===== src/rtl/vmask_set_first.sv =====
// vmask_set_first: mask producer for vmsbf.m / vmsif.m / vmsof.m.
// Two-stage pipeline over an in-order mask-chunk stream; a "found" flag
// carries the first-set-bit state across the chunks of one instruction.
module vmask_set_first #(
    parameter int unsigned REQ_DATA_WIDTH  = 64,
    parameter int unsigned RESP_DATA_WIDTH = 64,
    parameter int unsigned REQ_ADDR_WIDTH  = 32,
    parameter int unsigned IDX_BITS        = 10
) (
    input  logic                       clk,
    input  logic                       rst,
    input  logic [REQ_DATA_WIDTH-1:0]  in_m0,
    input  logic                       in_valid,
    input  logic [IDX_BITS-1:0]        in_start_idx,
    input  logic                       in_end,
    input  logic [REQ_ADDR_WIDTH-1:0]  in_addr,
    input  logic [1:0]                 in_opSel,
    output logic [RESP_DATA_WIDTH-1:0] out_vec,
    output logic [IDX_BITS-1:0]        out_idx,
    output logic [REQ_ADDR_WIDTH-1:0]  out_addr,
    output logic                       out_end,
    output logic                       out_valid
);

    localparam int unsigned DW = REQ_DATA_WIDTH;

    localparam logic [1:0] OP_SBF = 2'b00;
    localparam logic [1:0] OP_SIF = 2'b01;
    localparam logic [1:0] OP_SOF = 2'b10;

    // Stage 0 registers
    logic                      s0_valid_q, s0_valid_d;
    logic [DW-1:0]             s0_m_q, s0_m_d;
    logic [IDX_BITS-1:0]       s0_idx_q, s0_idx_d;
    logic                      s0_end_q, s0_end_d;
    logic [REQ_ADDR_WIDTH-1:0] s0_addr_q, s0_addr_d;
    logic [1:0]                s0_op_q, s0_op_d;

    // Cross-chunk state
    logic found_q, found_d;

    // Stage 1 (output) registers
    logic                       out_valid_q, out_valid_d;
    logic [RESP_DATA_WIDTH-1:0] out_vec_q, out_vec_d;
    logic [IDX_BITS-1:0]        out_idx_q, out_idx_d;
    logic [REQ_ADDR_WIDTH-1:0]  out_addr_q, out_addr_d;
    logic                       out_end_q, out_end_d;

    logic          f_c;
    logic [DW-1:0] lb_c;
    logic [DW-1:0] res_c;

    // Stage 0 capture: fields hold the chunk when valid, otherwise zero.
    always_comb begin
        s0_valid_d = 1'b0;
        s0_m_d     = '0;
        s0_idx_d   = '0;
        s0_end_d   = 1'b0;
        s0_addr_d  = '0;
        s0_op_d    = '0;
        if (in_valid) begin
            s0_valid_d = 1'b1;
            s0_m_d     = in_m0;
            s0_idx_d   = in_start_idx;
            s0_end_d   = in_end;
            s0_addr_d  = in_addr;
            s0_op_d    = in_opSel;
        end
    end

    // Stage 1 compute: result mask, next found flag and output fields.
    always_comb begin
        f_c   = (s0_idx_q == '0) ? 1'b0 : found_q;
        lb_c  = s0_m_q & (~s0_m_q + DW'(1));
        res_c = '0;
        if (!f_c) begin
            case (s0_op_q)
                OP_SBF:  res_c = lb_c - DW'(1);
                OP_SIF:  res_c = s0_m_q ^ (s0_m_q - DW'(1));
                OP_SOF:  res_c = lb_c;
                default: res_c = '0;
            endcase
        end

        found_d = found_q;
        if (s0_valid_q) begin
            found_d = s0_end_q ? 1'b0 : (f_c | (s0_m_q != '0));
        end

        out_valid_d = 1'b0;
        out_vec_d   = '0;
        out_idx_d   = '0;
        out_addr_d  = '0;
        out_end_d   = 1'b0;
        if (s0_valid_q) begin
            out_valid_d = 1'b1;
            out_vec_d   = RESP_DATA_WIDTH'(res_c);
            out_idx_d   = s0_idx_q;
            out_addr_d  = s0_addr_q;
            out_end_d   = s0_end_q;
        end
    end

    // Pipeline and found registers; reset wins over any valid input.
    always_ff @(posedge clk) begin
        if (rst) begin
            s0_valid_q  <= 1'b0;
            s0_m_q      <= '0;
            s0_idx_q    <= '0;
            s0_end_q    <= 1'b0;
            s0_addr_q   <= '0;
            s0_op_q     <= '0;
            found_q     <= 1'b0;
            out_valid_q <= 1'b0;
            out_vec_q   <= '0;
            out_idx_q   <= '0;
            out_addr_q  <= '0;
            out_end_q   <= 1'b0;
        end else begin
            s0_valid_q  <= s0_valid_d;
            s0_m_q      <= s0_m_d;
            s0_idx_q    <= s0_idx_d;
            s0_end_q    <= s0_end_d;
            s0_addr_q   <= s0_addr_d;
            s0_op_q     <= s0_op_d;
            found_q     <= found_d;
            out_valid_q <= out_valid_d;
            out_vec_q   <= out_vec_d;
            out_idx_q   <= out_idx_d;
            out_addr_q  <= out_addr_d;
            out_end_q   <= out_end_d;
        end
    end

    assign out_valid = out_valid_q;
    assign out_vec   = out_vec_q;
    assign out_idx   = out_idx_q;
    assign out_addr  = out_addr_q;
    assign out_end   = out_end_q;

endmodule


===== config.mk =====
export PLATFORM = sky130hd
export DESIGN_NAME = vmask_set_first
export DESIGN_NICKNAME = d
export VERILOG_FILES = /design/src/rtl/vmask_set_first.sv
export SDC_FILE = /design/constraint.sdc
export NUM_CORES = 1
export LEC_CHECK = 0
export CAP_MARGIN = 0
export CORE_UTILIZATION = 52
export CTS_BUF_LIST = sky130_fd_sc_hd__clkbuf_8 sky130_fd_sc_hd__clkbuf_16
export DETAILED_ROUTE_END_ITERATION = 7
export MAX_ROUTING_LAYER = met4
export PLACE_DENSITY = 0.83
export REMOVE_ABC_BUFFERS = 1
export SETUP_SLACK_MARGIN = 0.05
export SLEW_MARGIN = 20
export SYNTH_ARGS = -nofsm -noshare
export SYNTH_HDL_FRONTEND = slang
export SYNTH_SLANG_ARGS = --single-unit

===== constraint.sdc =====
create_clock -name clk -period 3 [get_ports clk]
set_input_delay 0.3 -clock clk [delete_from_list [all_inputs] [get_ports clk]]
set_output_delay 0.3 -clock clk [all_outputs]
set_load 0.03 [all_outputs]

==> impl_metrics.csv, run 1 <==
group,metric,value,unit
run_status,run_status,"finished with violations",
run_status,failed_checks,"DRC",
routing,ant_nets,0,
clocking,clockBufferDepth,3,
sta,rsz0062_at_grt,"yes",
floorplan,io_pins,220,
worst_setup_path,r2r_slack,0.02,ns
sta,min_period_over_period,99.4,%
worst_setup_path,cp_data_arrival_time,3.41,ns
worst_setup_path,critPathLaunchType,"flip-flop",
layout,syn_to_final_growth,52.8,%
power,ir_drop,0.000678,V
worst_setup_path,cp_slowest_cell,"or4_1",
clocking,htreeDepth,1,
sta,hold_viol,0,
logic_synthesis,yosysWarningCount,0,
floorplan,dieWidth,145,um
sta,setup-tns-final,0,ns
routing,num_vias,12664,
sta,holdWs,0.326,ns
sta,tightest_slew,0.762,ns
power,p_leak,0.00652,uW
sta,slew_headroom,49.0,%
power,powerDensity,510,nW/um2
routing,drc,32,
floorplan,std_cell_rows,51,
global_routing,gr-total-overflow,0,
worst_setup_path,crit_chain,"nor4_4 -> nand4_2 -> buf_12 -> or4_1 -> o2111ai_2 -> or2_4 -> nor3b_2 -> buf_4 -> buf_4 -> nand3_1 -> o31ai_1 -> a41o_1",
clocking,cts_num_sinks,219,
logic_synthesis,synth_area_leader_cell,"dfxtp_1",
clocking,ctsRootBufferMaster,"clkbuf_16",
logic_synthesis,syn-cell-area,10600,um2
routing,wire_per_inst,25.3,um
sta,setup_viol,0,
routing,drt_wl_total,49.6,mm
worst_setup_path,cp_top_family,"simple AND/OR/NAND/NOR gates",
routing,initialDrtViolationCount,2124,
worst_setup_path,path_class,"flip-flop to flip-flop",
floorplan,core_area,19700,um2
routing,avgViaCountPerCell,6.45,
floorplan,dieHeight,145,um
floorplan,initial_core_util,53.8,%
placement,port_buffers,219,
clocking,path_clk_slew,0.07,ns
logic_synthesis,synth_cells,1230,
sta,max_freq,335,MHz
sta,slew_violations,0,
clocking,cts-hold-fix-buffers,0,
logic_synthesis,yosysUniqueCellTypes,82,
worst_setup_path,critPathRequiredTime,3.43,ns
clocking,cts_buffers,22,
logic_synthesis,synth_ff_type,"dfxtp_1",
sta,period_minus_slack,2.98,ns
worst_setup_path,end_kind,"flip-flop",
worst_setup_path,cpMostUsedCell,"buf_4",
placement,gp_congestion,1.09,
logic_synthesis,ys_ff_latch,219,
layout,final_common_cell,"buf_4",
global_routing,grt_max_degree,86,
global_routing,grt_pass1_vias,11683,
logic_synthesis,synth_edf_count,0,
clocking,clock_latency,0.53,ns
global_routing,antenna_found_initial,3,
logic_synthesis,avgSynthCellArea,8.62,um2
global_routing,grt_use_total,47.1,%
logic_synthesis,synth.yosys.seq_area_share,41.4,%
layout,final_cell_mix,"buf_4 (270), clkdlybuf4s50_1 (219), dfxtp_1 (206), and2_1 (164), nor2_1 (98)",
layout,final_core_util,82.1,%
worst_setup_path,slowest_delay,0.61,ns
hold_path,hold_class,"input port to flip-flop",
layout,drive_above_1_share,25.4,%
worst_setup_path,path_max_fanout,17,
clocking,cts_tree,"yes",
logic_synthesis,ys_async_sr_fraction,0,%
worst_setup_path,path_buf_inv,3,
floorplan,dieArea,21000,um2
global_routing,grt_first_pass_wirelength,70.8,mm
logic_synthesis,yosys.area.top_type_share,41.4,%
placement,hpwl,35.4,mm
run,max-cap-violations,0,
logic_synthesis,synth_area_leaders,"dfxtp_1 (41%), and2_1 (9.7%), nand3_1 (4.2%), nor2_1 (3.6%), nand2_1 (3.0%)",
sta,fin_worst_skew,0.0189,ns
layout,layout.nets,1795,
routing,drt_pass1_iterations,8,
## flip-flops by register name, indices dropped and copies added, names as in the netlist, 2 cells and up
name       cells
s0_idx_q      10
out_vec       64
s0_op_q        2
out_idx       10
s0_addr_q     32
out_addr      32
s0_m_q        64
## final cells by class
cell class	count	area [um2]
Antenna cell	3	7.51
Clock buffer	23	564
Clock inverter	17	293
Fill cell	1129	3520
Inverter	17	63.8
Multi-Input combinational cell	926	6230
Sequential cell	219	4400
Tap cell	265	332
Timing Repair Buffer	494	4310
## stage by stage
| step | std cells | area (um2) | total power (uW) | setup slack [ns] |
|---|---|---|---|---|
| final | 1964 | 16200 | 8260 | 0.0177 |
| after global routing | 1964 | 16200 | 8440 | -0.0787 |
| after CTS | 1951 | 15800 | 8070 | 0.0296 |
| after detailed placement | 1906 | 14800 | 4830 | -0.212 |
| after global placement | 1906 | 14800 | 4800 | -0.145 |
| after floorplan | 1162 | 10300 | 3960 | -0.253 |
## repair_timing
item                                    CTS  global route
resized for setup                        17            62
endpoints found under the setup margin   25            35
pin swaps                                 5            21
buffers inserted                          5            10
## power by group
| group | total [uW] | internal, uW | switching [uW] |
|---|---|---|---|
| Sequential | 3110 | 3010 | 106 |
| Combinational | 1890 | 855 | 1030 |
| Clock | 3260 | 1990 | 1260 |
| Total | 8260 | 5850 | 2400 |
## worst register-to-register path, cell delays in order (launching register included)
cell       delay (ns)
dfxtp_1          0.38
nor4_4           0.44
nand4_2          0.20
buf_12           0.20
or4_1            0.61
o2111ai_2        0.15
or2_4            0.19
nor3b_2          0.05
buf_4            0.15
buf_4            0.14
nand3_1          0.09
o31ai_1          0.08
a41o_1           0.20
## synth_stat cells, types with 24 or more instances
master and count:
a21oi_1 33, and2_1 164, clkbuf_1 33, dfxtp_1 219, nand2_1 86, nand3_1 90, nand4_1 48, nor2_1 102
nor3_1 56, nor4_1 51, o21ai_0 24, xnor2_1 25
## path summary, 6_finish.rpt
path | startpoint | endpoint | depth (start not counted)
max | s0_m_q[13]$_SDFF_PP0_ | out_vec[45]$_SDFF_PP0_ | 12
min | in_m0[54] | s0_m_q[54]$_SDFF_PP0_ | 2
max reg2reg | s0_m_q[13]$_SDFF_PP0_ | out_vec[45]$_SDFF_PP0_ | 12
min reg2reg | s0_addr_q[24]$_SDFF_PP0_ | out_addr[24]$_SDFF_PP0_ | 1
## per-layer routing
layer | vias to the layer above | global-route usage [%] | wire length [um]
met2 | 1211 | 70.3 | 21100
met5 | - | - | 0
met3 | 249 | 14.4 | 7170
met4 | 0 | 15.5 | 2480
li1 | 5351 | - | -
met1 | 5853 | 60.4 | 18800
## kinds of logic after synthesis
family          share of synthesized area (%)
compound gates                           9.16
mux                                     0.484
flops                                    41.3
simple gates                             41.8
xor+xnor                                 3.22
fa+ha+maj                               0.354
buf+inv                                  3.61
Power figures use the tool's default switching activity.
==> run 2: changes to the inputs <==
--- a/config.mk
+++ b/config.mk
@@ -11,7 +11,6 @@
 export DETAILED_ROUTE_END_ITERATION = 7
 export MAX_ROUTING_LAYER = met4
 export PLACE_DENSITY = 0.83
-export REMOVE_ABC_BUFFERS = 1
 export SETUP_SLACK_MARGIN = 0.05
 export SLEW_MARGIN = 20
 export SYNTH_ARGS = -nofsm -noshare
==> run 2 against run 1 <==
  * The run ends with DRC, setup timing left
  * Die area stayed put
  * Via count is 1.3% lower
  * Clock power is 7.7% lower
  * Critical path depth is 2 lower
  * Fmax is 3.2% lower
  * Combinational power is 3% lower
  * Design area is 1.8% lower
  * Sequential share of layout area is 0.62 points higher
  * Wire length hardly changed
  * Flip-flop and latch count stayed put
  * Register-to-register slack worse by 0.097 ns
  * Clock-buffer cell count is 5 higher
  * Largest power group is now sequential cells
  * Highest routed layer unchanged
==> impl_metrics.csv, run 2 (synthesis results as in run 1) <==
group,metric,value,unit
worst_setup_path,path_buf_inv,1,
sta,slew_headroom,49.9,%
layout,drive_above_1_share,25.1,%
placement,hpwl,35.0,mm
routing,initialDrtViolationCount,2284,
sta,max_freq,325,MHz
clocking,clockBufferDepth,3,
worst_setup_path,crit_chain,"nor4_2 -> buf_4 -> nand2_1 -> nor4_1 -> a2111oi_4 -> o2111ai_2 -> nor4_4 -> nand3_1 -> xor2_1 -> o22ai_1",
global_routing,antenna_found_initial,1,
run,max-cap-violations,0,
sta,hold_viol,0,
sta,tightest_slew,0.745,ns
floorplan,dieHeight,145,um
floorplan,dieArea,21000,um2
clocking,htreeDepth,1,
sta,rsz0062_at_grt,"yes",
layout,syn_to_final_growth,50.0,%
layout,layout.nets,1771,
global_routing,grt_first_pass_wirelength,70.8,mm
power,switching_share,29.7,%
logic_synthesis,synth_nets,1345,
hold_path,hold_class,"input port to flip-flop",
worst_setup_path,cp_top_family,"simple AND/OR/NAND/NOR gates",
run_status,run_status,"finished with violations",
sta,min_period_over_period,103,%
global_routing,gr-total-overflow,0,
floorplan,io_pins,220,
routing,ant_nets,0,
worst_setup_path,critPathLaunchType,"flip-flop",
clocking,path_clk_slew,0.07,ns
run_status,failed_checks,"DRC, setup timing",
worst_setup_path,cp_data_arrival_time,3.48,ns
layout,final_common_cell,"buf_4",
sta,fin_ws,-0.0794,ns
worst_setup_path,path_class,"flip-flop to flip-flop",
layout,final_core_util,80.7,%
power,p_int,5600,uW
worst_setup_path,slowest_delay,0.67,ns
power,power_frac_seq,39.2,%
floorplan,dieWidth,145,um
global_routing,grt_use_total,47.0,%
floorplan,initial_core_util,53.8,%
worst_setup_path,end_kind,"flip-flop",
routing,drc,21,
power,power_frac_comb,23.0,%
sta,fin_worst_skew,0.0209,ns
routing,wire_per_inst,25.6,um
sta,slew_violations,0,
power,powerDensity,500,nW/um2
worst_setup_path,cp_slowest_cell,"nor4_1",
power,ir_drop,0.000634,V
placement,dp_slack,-0.172,ns
clocking,cts_num_sinks,219,
placement,dpl-instance-area,14700,um2
worst_setup_path,critPathRequiredTime,3.40,ns
routing,drt_wl_total,49.6,mm
routing,drt_pass1_iterations,8,
placement,port_buffers,219,
floorplan,std_cell_rows,51,
clocking,cts_buffers,22,
worst_setup_path,path_max_fanout,7,
clocking,cts_tree,"yes",
clocking,clock_latency,0.54,ns
clocking,cts-hold-fix-buffers,0,
sta,setup_viol,9,
floorplan,core_area,19700,um2
global_routing,grt_max_degree,68,
power,clockPowerShare,37.8,%
power,p_leak,0.00637,uW
global_routing,grt_pass1_vias,11800,
layout,final_cell_mix,"buf_4 (247), clkdlybuf4s50_1 (219), dfxtp_1 (192), and2_1 (164), nor2_1 (101)",
clocking,ctsRootBufferMaster,"clkbuf_16",
routing,num_vias,12497,
routing,avgViaCountPerCell,6.45,
layout,fin_area,15900,um2
power,p_switching,2360,uW
sta,period_minus_slack,3.08,ns
placement,gp_congestion,1.09,
run 2: cell types whose count changed in the layout (fill, tap and decap cells not counted), moves of 3 or more:
cell	change
nand3_1	-3
nor3_1	-3
nor4_1	+4
nor4_2	+3
dfxtp_1	-14
nor2_2	-4
nor2_1	+3
nor3_4	+3
buf_4	-23
nand3_2	+3
clkbuf_8	+5
dfxtp_2	+13
nor4_4	-6
bufinv_16	-4
run 2: power groups by stage:
stage	registers, uW	logic, uW	clock network (uW)
2_1_floorplan	3190	805	0
3_3_place_gp	3150	1630	0
3_5_place_dp	3150	1650	0
4_1_cts	3100	1690	3000
5_1_grt	3120	1910	3160
6_report	3110	1830	3010
run 2: metal layers:
| metal | part of all wire (%) | track usage [%] | vias to the layer above |
|---|---|---|---|
| met3 | 15 | 15.4 | 298 |
| met5 | 0 | - | - |
| met4 | 5.6 | 17.8 | 0 |
| li1 | - | - | 5320 |
| met2 | 42 | 68.6 | 1183 |
| met1 | 37 | 60.0 | 5696 |
run 2: what timing repair did:
action	4_1_cts	5_1_grt
resized for setup	19	74
endpoints found under the setup margin	22	34
setup buffers	0	7
pin swaps	1	16
cloned	1	0
run 2: worst paths after layout:
kind                            slack, ns                 endpoint  depth (start not counted)                     start
worst max register to register      -0.08   out_vec[56]$_SDFF_PP0_                         10     s0_m_q[33]$_SDFF_PP0_
worst min register to register       0.43  out_addr[24]$_SDFF_PP0_                          1  s0_addr_q[24]$_SDFF_PP0_
worst min-delay path                 0.32    s0_m_q[60]$_SDFF_PP0_                          2                 in_m0[60]
worst max-delay path                -0.08   out_vec[56]$_SDFF_PP0_                         10     s0_m_q[33]$_SDFF_PP0_
run 2: per-stage QoR:
step                      power, uW  TNS [ns]  hold WS, ns  instances
after global placement         4770    -0.472        0.407       1889
after global routing           8180    -0.820        0.324       1937
final                          7950    -0.282        0.320       1937
after detailed placement       4800    -0.451        0.417       1889
after floorplan                3990         0        0.372       1230
after CTS                      7780         0        0.314       1929
run 2: final cells by class:
class | count | area (um2)
tap | 265 | 332
clock inverter | 11 | 163
inverter | 17 | 63.8
antenna | 1 | 2.50
multi-input combinational | 927 | 6200
clock buffer | 28 | 633
sequential | 219 | 4420
fill | 1195 | 3810
timing repair buffer | 469 | 4100
